## src/rtl/vend_txn_ctrl.sv

```systemverilog
// Vending machine transaction controller: coin credit, product
// selection, dispense handshake and change-coin ejection.
module vend_txn_ctrl #(
    parameter int PRICE0     = 3,
    parameter int PRICE1     = 4,
    parameter int PRICE2     = 2,
    parameter int PRICE3     = 5,
    parameter int MAX_CREDIT = 10,
    parameter int TIMEOUT    = 1000
) (
    input  logic       clk,
    input  logic       rst,
    input  logic [1:0] in,
    input  logic       sel_valid,
    input  logic [1:0] sel,
    input  logic       cancel,
    input  logic       disp_ack,
    input  logic       chg_ack,
    output logic       disp_req,
    output logic [1:0] disp_id,
    output logic       chg_req,
    output logic [3:0] credit,
    output logic       coin_reject,
    output logic       sel_nak,
    output logic       busy
);

    localparam int TW = $clog2(TIMEOUT + 1);

    typedef enum logic [1:0] {
        COLLECT,
        DISPENSE,
        CHANGE
    } state_t;

    state_t        state;
    logic [TW-1:0] idle_cnt;

    logic [3:0] coin_amt;
    logic       coin_bad;
    logic [3:0] price;
    logic       take;
    logic [3:0] base;
    logic [4:0] sum;
    logic       coin_fits;
    logic [3:0] new_credit;
    logic       reject;

    // Coin value, selected price and the post-event credit in COLLECT
    always_comb begin
        coin_amt = 4'd0;
        coin_bad = 1'b0;
        unique case (in)
            2'b01:   coin_amt = 4'd1;
            2'b10:   coin_amt = 4'd2;
            2'b11:   coin_bad = 1'b1;
            default: coin_amt = 4'd0;
        endcase
        unique case (sel)
            2'd0:    price = 4'(PRICE0);
            2'd1:    price = 4'(PRICE1);
            2'd2:    price = 4'(PRICE2);
            default: price = 4'(PRICE3);
        endcase
        // price is judged on pre-coin credit; the coin lands on what remains
        take       = sel_valid && !cancel && (credit >= price);
        base       = take ? (credit - price) : credit;
        sum        = {1'b0, base} + {1'b0, coin_amt};
        coin_fits  = (sum <= 5'(MAX_CREDIT));
        reject     = coin_bad || !coin_fits;
        new_credit = reject ? base : sum[3:0];
    end

    // Transaction state machine with registered outputs
    always_ff @(posedge clk) begin
        if (rst) begin
            state       <= COLLECT;
            idle_cnt    <= '0;
            credit      <= 4'd0;
            disp_req    <= 1'b0;
            disp_id     <= 2'd0;
            chg_req     <= 1'b0;
            coin_reject <= 1'b0;
            sel_nak     <= 1'b0;
            busy        <= 1'b0;
        end else begin
            coin_reject <= 1'b0;
            sel_nak     <= 1'b0;
            unique case (state)
                COLLECT: begin
                    credit      <= new_credit;
                    coin_reject <= reject;
                    if (take) begin
                        state    <= DISPENSE;
                        disp_req <= 1'b1;
                        disp_id  <= sel;
                        busy     <= 1'b1;
                        idle_cnt <= '0;
                    end else if (cancel) begin
                        idle_cnt <= '0;
                        if (new_credit != 4'd0) begin
                            state   <= CHANGE;
                            chg_req <= 1'b1;
                            busy    <= 1'b1;
                        end
                    end else begin
                        sel_nak <= sel_valid;
                        if (sel_valid || (in != 2'b00) ||
                            (credit == 4'd0)) begin
                            idle_cnt <= '0;
                        end else if (idle_cnt == TW'(TIMEOUT - 1)) begin
                            idle_cnt <= '0;
                            state    <= CHANGE;
                            chg_req  <= 1'b1;
                            busy     <= 1'b1;
                        end else begin
                            idle_cnt <= idle_cnt + 1'b1;
                        end
                    end
                end
                DISPENSE: begin
                    coin_reject <= (in != 2'b00);
                    if (disp_ack) begin
                        disp_req <= 1'b0;
                        if (credit != 4'd0) begin
                            state   <= CHANGE;
                            chg_req <= 1'b1;
                        end else begin
                            state <= COLLECT;
                            busy  <= 1'b0;
                        end
                    end
                end
                CHANGE: begin
                    coin_reject <= (in != 2'b00);
                    if (chg_req && chg_ack) begin
                        credit <= credit - 4'd1;
                        if (credit == 4'd1) begin
                            chg_req <= 1'b0;
                            state   <= COLLECT;
                            busy    <= 1'b0;
                        end
                    end
                end
                default: state <= COLLECT;
            endcase
        end
    end

endmodule

```

## config.mk

```make
export PLATFORM = sky130hd
export DESIGN_NAME = vend_txn_ctrl
export DESIGN_NICKNAME = d
export VERILOG_FILES = /design/src/rtl/vend_txn_ctrl.sv
export SDC_FILE = /design/constraint.sdc
export NUM_CORES = 1
export LEC_CHECK = 0
export ABC_CLOCK_PERIOD_IN_PS = 10900
export CAP_MARGIN = 20
export CORE_MARGIN = 2
export CORE_UTILIZATION = 50
export CTS_CLUSTER_DIAMETER = 150
export DETAILED_ROUTE_END_ITERATION = 12
export GPL_ROUTABILITY_DRIVEN = 0
export PLACE_DENSITY = 0.79
export RECOVER_POWER = 50
export SYNTH_ARGS = -nofsm -noshare
export SYNTH_HDL_FRONTEND = slang
export SYNTH_SLANG_ARGS = --single-unit
```

## constraint.sdc

```tcl
create_clock -name clk -period 10.9 [get_ports clk]
set_clock_uncertainty 0.05 [all_clocks]
set_input_delay 2.18 -clock clk [delete_from_list [all_inputs] [get_ports clk]]
set_output_delay 2.18 -clock clk [all_outputs]
set_load 0.01 [all_outputs]
```

==> metrics.md, run 1 <==
| Metric | Value |
|---|---|
| Status | finished clean |
| Setup crit end kind | register |
| Count of non-filler cells in the finished layout | between 200 and 300 |
| Cts hold-fix bufs | 0 |
| Synth Instances | 228 |
| WL/cell | 13.9 um |
| Fraction of layout cells with a size suffix above 1 | 6.17% |
| Largest net degree at the start of global routing | 27 |
| Syn. warnings | 0 |
| Max Fanout on Critical Path | 5 |
| DIE AREA | about 0.0041 sq mm |
| Buffers on Ports | 20 |
| Final Max Tran Viols | 0 |
| Synth Register Bits | 23 |
| DIE WIDTH | roughly 64 um |
| Initial core utilization | 53.0% |
| RSZ-0062 raised after global routing | no |
| Pre-antenna DRT Iters | 4 |
| ANT nets after route | 0 |
| Max_cap viols | 0 |
| Total number of vias | 1684 |
| EDFF count, synth | 0 |
| Required time of the worst setup path | about 11000 ps |
| Syn_nets | 256 |
| Sequential area share after synthesis | between 20% and 30% |
| Htree depth | 1 |
| Worst Hold Class | register to register |
| Drt drc | 0 |
| Synth unique cells | 51 |
| Slew @ Worst Pin | 932 ps |
| Row Count | 21 |
| Dpl cell area | about 0.002 sq mm |
| Most used flip-flop cell after synthesis | dfxtp_1 |
| Syn-to-layout area delta | 13.3% |
| Min Tclk post-route | slightly below 7000 ps |
| FILL cells | 315 |
| WS Path Type | input pin to register |
| Pwr Density | 223 mW/mm^2 |
| Mapped Area | 0.00180 sq mm |
| First-pass GRT wire length | 6770 um |
| Post-CTS Resized | 0 |
| I/O pin count | 21 |
| Total grt overflow | 0 |
| Layout Utilization | between 60% and 70% |
| Reg clk slew, reported paths | 140 ps |
| Die Ht | between 60 and 70 um |
| Placed Instances | 285 |
| Asr flop ratio synth | 0% |
| Number of CTS-inserted buffers | 3 |
| Crit share post-route | 62.6% |
| Final hold vios | 0 |
| Clk sinks | 23 |
| Final wirelength | 4020 um |
| Longest Clk Path Bufs | 2 |
| CTS Root Cell | clkbuf_4 |
| CTS tree | done |
| VDD IR-drop max | 0.000146 V |
| Placeable Area | 0.00339 sq mm |
| Final instance area | 0.00203 sq mm |
| Crit path DAT | 7010 ps |
| Initial antenna violation count | 0 |
| Global Route Usage Sum | 20.6% |
| Skew-Pair Late Insertion Delay | 320 ps |
| Number of global-route vias before repair | 1465 |
| Final #Nets | 272 |
| Inserted Diodes | 0 |
| Final Setup Violations | 0 |
| F_max | 146 MHz |
| Buffer count from post-CTS setup fixing | 0 |
| Vias per cell | 5.83 |
| Post-DP HPWL | 3020 um |
| Syn avg cell area | 7.87 sq um |
| Setup TNS Final | 0 ps |
| Leakage | 0.831 nW |
| Slew HR | 37.7% |
| DRT iter0 DRCs | around 90 |
| Startpoint types | input pin |
## layout make-up
| class | count | area [sq um] | share of cell area, % |
|---|---|---|---|
| Clock buffer | 3 | 22.5 | 1.11 |
| Clock inverter | 1 | 5.00 | 0.246 |
| Inverter | 13 | 48.8 | 2.40 |
| Multi-Input combinational cell | 183 | 1240 | 60.9 |
| Sequential cell | 23 | 460 | 22.6 |
| Tap cell | 46 | 57.6 | 2.83 |
| Timing Repair Buffer | 20 | 200 | 9.84 |
## sequential cells by signal (all words and copies together) (netlist names)
name and flops:
coin_reject 1, idle_cnt 10, credit 4, disp_req 1, sel_nak 1, busy 1
disp_id 2, state 2, chg_req 1
## Yosys cell counts, drive strengths merged, types with 2 or more instances
| cell | instances | share of area, % |
|---|---|---|
| nor2 | 24 | 5.2 |
| dfxtp | 23 | 26 |
| nand2 | 23 | 4.8 |
| a21oi | 17 | 4.7 |
| ha | 16 | 11 |
| o21ai | 16 | 4.5 |
| inv | 13 | 2.7 |
| nor2b | 9 | 3.3 |
| nor3b | 9 | 3.8 |
| clkbuf | 8 | 1.7 |
| nor3 | 8 | 2.2 |
| nand3 | 7 | 2.0 |
| and3 | 6 | 2.1 |
| mux2 | 6 | 3.8 |
| a211oi | 4 | 2.4 |
| nand2b | 3 | 1.0 |
| o31ai | 3 | 2.3 |
| a21o | 2 | 0.84 |
| a311oi | 2 | 0.98 |
| a31oi | 2 | 0.70 |
| fa | 2 | 2.2 |
| mux2i | 2 | 1.1 |
| nor4 | 2 | 1.0 |
| o211ai | 2 | 0.84 |
## cells by family (layout without fill, tap and decap cells)
group,count (synthesis),count (layout),share of synthesized area [%]
adder cells (fa/ha/maj),18,18,13.4
AND/OR/NAND/NOR,96,96,27.5
flip-flops,23,23,25.6
buffers and inverters,22,37,5.02
AO/OA/AOI/OAI,61,61,23.6
multiplexers,8,8,4.88
## stage by stage
| stage | hold slack (ps) | total power [mW] | setup slack, ps |
|---|---|---|---|
| 3_3_place_gp | 400 | 0.413 | 4120 |
| 3_5_place_dp | 400 | 0.415 | 4000 |
| 4_1_cts | 418 | 0.458 | 4360 |
| 5_1_grt | 449 | 0.495 | 3720 |
| 6_report | 412 | 0.453 | 4070 |
| 2_1_floorplan | 404 | 0.339 | 4890 |
## path summary, 6_finish.rpt
path                             endpoint  slack, ps  depth (start not counted)                    start
hold reg to reg   disp_id[1]$_SDFFE_PP0P_        410                          2  disp_id[1]$_SDFFE_PP0P_
setup reg to reg        busy$_SDFFE_PP0P_       6350                         17   credit[0]$_SDFFE_PP0P_
hold / removal    disp_id[1]$_SDFFE_PP0P_        410                          2  disp_id[1]$_SDFFE_PP0P_
setup / recovery        busy$_SDFFE_PP0P_       4070                         20                   sel[0]
## power by group
group	switching [mW]	total (mW)	internal (mW)
sequential	0.0217	0.123	0.101
combinational	0.161	0.288	0.127
clock	0.0282	0.0420	0.0138
## worst max-delay path, stage by stage
cell and delay, ps:
dlygate4sd3_1 600, inv_1 80, ha_1 280, inv_1 50, ha_1 130, inv_1 50, fa_1 410, a21oi_1 130
nor2b_1 80, o31ai_1 530, o21ai_0 210, ha_1 250, fa_1 510, nand2_1 110, nand2_1 50, a311oi_1 440
o31ai_4 130, mux2i_1 180, nor4_2 260, mux2_1 340
## placed cells by master (no fill, tap or decap), drive strengths merged, types with 4 or more instances in the layout
master and n:
and3 6, inv 13, nand3 7, o21ai 16, clkdlybuf4s50 8, nand2 23
a211oi 4, mux2 6, nor2 24, nor3b 9, dfxtp 23, a21oi 17
nor2b 9, ha 16, nor3 8, dlygate4sd3 12
## per-layer routing
| metal | track usage (%) | routed length, um | vias up |
|---|---|---|---|
| met2 | 32.0 | 1790 | 52 |
| met5 | 0 | 0 | - |
| li1 | - | - | 854 |
| met4 | 5.43 | 38 | 0 |
| met3 | 2.46 | 180 | 5 |
| met1 | 29.9 | 2020 | 773 |
Power figures use the tool's default switching activity.
==> run 2, diff against run 1 <==
- ABC_CLOCK_PERIOD_IN_PS: 10900 -> 6400
- clock period: 10.9 -> 6.4 ns (I/O delays scaled with it)
==> run 2 against run 1 <==
Effect of this change:
- via count increased by 1.2%
- power is 70% higher
- global-route usage unchanged
- critical path depth unchanged
- sequential share of layout area fell by 0.056 points
- non-clock buffer count did not move
- combinational power is 70% higher
- die area is the same
- wire length decreased by 2.4%
- clock power increased by 72%
- clock-buffer cell count unchanged
- sequential power grew 69%
- highest routed layer unchanged
==> metrics.md, run 2 (synthesized netlist as in run 1, its figures left out) <==
| Metric | Value |
|---|---|
| First-pass GRT wire length | 6770 um (unchanged) |
| Initial antenna violation count | 0 (unchanged) |
| Startpoint types | input pin |
| Setup TNS Final | 0 ps (unchanged) |
| Number of global-route vias before repair | 1483 (+1.2%) |
| Final Setup Violations | 0 (unchanged) |
| CTS tree | done |
| I/O pin count | 21 (unchanged) |
| Reg clk slew, reported paths | 140 ps (about the same) |
| Die Ht | 63.9 um (unchanged) |
| CP Capture Point | busy$_SDFFE_PP0P_ |
| Final Max Tran Viols | 0 (unchanged) |
| VDD IR-drop max | 0.000218 V (+50%) |
| Slew @ Worst Pin | 901 ps (-31.5 ps) |
| Longest Clk Path Bufs | 2 (unchanged) |
| Post-CTS Resized | 0 (unchanged) |
| Number of CTS-inserted buffers | 3 (unchanged) |
| R2R Setup Slk | 2070 ps (-4280 ps) |
| FF-to-FF End | busy$_SDFFE_PP0P_ |
| Pwr Density | 378 mW/mm^2 (+70%) |
| Crit path DAT | 5890 ps (-1120 ps) |
| DIE WIDTH | 63.9 um (unchanged) |
| DRT iter0 DRCs | 73 (-21%) |
| Min Tclk post-route | 5710 ps |
| Leakage | 0.830 nW (-0.20%) |
| Crit share post-route | 89.2% |
| Drt drc | 0 (unchanged) |
| FF-to-FF Start | credit[0]$_SDFFE_PP0P_ |
| F_max | 175 MHz |
| Largest net degree at the start of global routing | 27 (unchanged) |
| Biggest register | idle_cnt |
| Final #Nets | 272 (unchanged) |
| Layout Utilization | 60.2% (+0.15 points) |
| Global Route Usage Sum | 20.6% (unchanged) |
| Buffers on Ports | 20 (unchanged) |
| Required time of the worst setup path | 6580 ps (-4500 ps) |
| R2r worst-path depth | 17 (unchanged) |
| Pre-antenna DRT Iters | 4 (unchanged) |
| Row Count | 21 (unchanged) |
| Cts hold-fix bufs | 0 (unchanged) |
| Final wirelength | 3930 um (-2.4%) |
| Syn-to-layout area delta | 13.6% |
| Max Fanout on Critical Path | 5 (unchanged) |
| Final hold vios | 0 (unchanged) |
| Most frequent cells in the layout | nor2_1 (23), nand2_1 (23), dfxtp_1 (23) |
| Htree depth | 1 (unchanged) |
| Placeable Area | 0.00339 sq mm (unchanged) |
| RSZ-0062 raised after global routing | no |
| Inserted Diodes | 0 (unchanged) |
| Max_cap viols | 0 (unchanged) |
| WL/cell | 13.6 um (-2.4%) |
| Initial core utilization | 53.0% (unchanged) |
| WS Path Type | input pin to register |
| ANT nets after route | 0 (unchanged) |
| Skew-Pair Late Insertion Delay | 330 ps (about the same) |
| Worst setup margin | 693 ps (-3380 ps) |
| Status | finished clean |
| Place WS | 410 ps (-3590 ps) |
| Post-DP HPWL | 2990 um (-1.2%) |
| Total grt overflow | 0 (unchanged) |
| Max FFs per register | 10 (unchanged) |
| Critical path origin | sel[0] |
| Setup crit end kind | register |
| Biggest regs | idle_cnt x10, credit x4 |
| Slew HR | 39.8% (+2.1 points) |
| CTS Root Cell | clkbuf_4 |
| Clk sinks | 23 (unchanged) |
| Total number of vias | 1704 (+1.2%) |
| Worst Hold Class | register to register |
| Fraction of layout cells with a size suffix above 1 | 6.58% (+0.41 points) |
| DIE AREA | 0.00409 sq mm (unchanged) |
| Vias per cell | 5.90 (+1.2%) |
| Buffer count from post-CTS setup fixing | 0 (unchanged) |
==> run 2: worst min path at each step <==
stage,startpoint,endpoint,slack (ps),cells past startpoint
after floorplan,idle_cnt[9]$_SDFFE_PP0P_,idle_cnt[9]$_SDFFE_PP0P_,400,1
after global placement,disp_id[0]$_SDFFE_PP0P_,disp_id[0]$_SDFFE_PP0P_,400,2
after detailed placement,disp_id[1]$_SDFFE_PP0P_,disp_id[1]$_SDFFE_PP0P_,400,2
after CTS,disp_id[1]$_SDFFE_PP0P_,disp_id[1]$_SDFFE_PP0P_,420,2
after global routing,disp_id[1]$_SDFFE_PP0P_,disp_id[1]$_SDFFE_PP0P_,450,2
final,disp_id[1]$_SDFFE_PP0P_,disp_id[1]$_SDFFE_PP0P_,410,2
==> run 2: through the flow <==
| stage | total power, mW | hold WS (ps) | instances | area [sq um] |
|---|---|---|---|---|
| after floorplan | 0.578 | 404 | 228 | 1800 |
| after detailed placement | 0.707 | 400 | 285 | 2010 |
| after global placement | 0.703 | 400 | 285 | 2010 |
| after CTS | 0.781 | 418 | 289 | 2040 |
| final | 0.771 | 412 | 289 | 2040 |
| after global routing | 0.844 | 450 | 289 | 2040 |
==> run 2: metal layers <==
layer | up-vias | global-route usage (%) | part of all wire [%] | wire [um]
li1 | 852 | - | - | -
met1 | 797 | 29.7 | 50 | 1950
met2 | 48 | 32.3 | 44 | 1750
met3 | 7 | 2.46 | 4.3 | 167
met4 | 0 | 5.43 | 1.6 | 63
met5 | - | 0 | 0 | 0
==> run 2: power by group <==
| group | leakage [nW] | internal [mW] | total [mW] | switching [mW] |
|---|---|---|---|---|
| Clock | 0.0177 | 0.0235 | 0.0722 | 0.0488 |
| Sequential | 0.188 | 0.172 | 0.208 | 0.0361 |
| Combinational | 0.625 | 0.216 | 0.490 | 0.273 |
==> run 2: area by class of cell <==
type / count / area, sq um
clock buffer: 3 / 22.5
clock inverter: 1 / 5.00
fill: 303 / 1350
inverter: 13 / 48.8
multi-input combinational: 183 / 1240
sequential: 23 / 460
tap: 46 / 57.6
timing repair buffer: 20 / 200
==> run 2: critical path, stage by stage <==
cell,delay [ps]
dlygate4sd3_1,600
inv_1,80
ha_1,280
inv_1,50
ha_1,130
inv_1,50
fa_1,410
a21oi_1,130
nor2b_1,80
o31ai_2,370
o21ai_0,180
ha_1,240
fa_1,510
nand2_1,110
nand2_1,50
a311oi_1,430
o31ai_4,130
mux2i_1,180
nor4_2,250
mux2_1,350
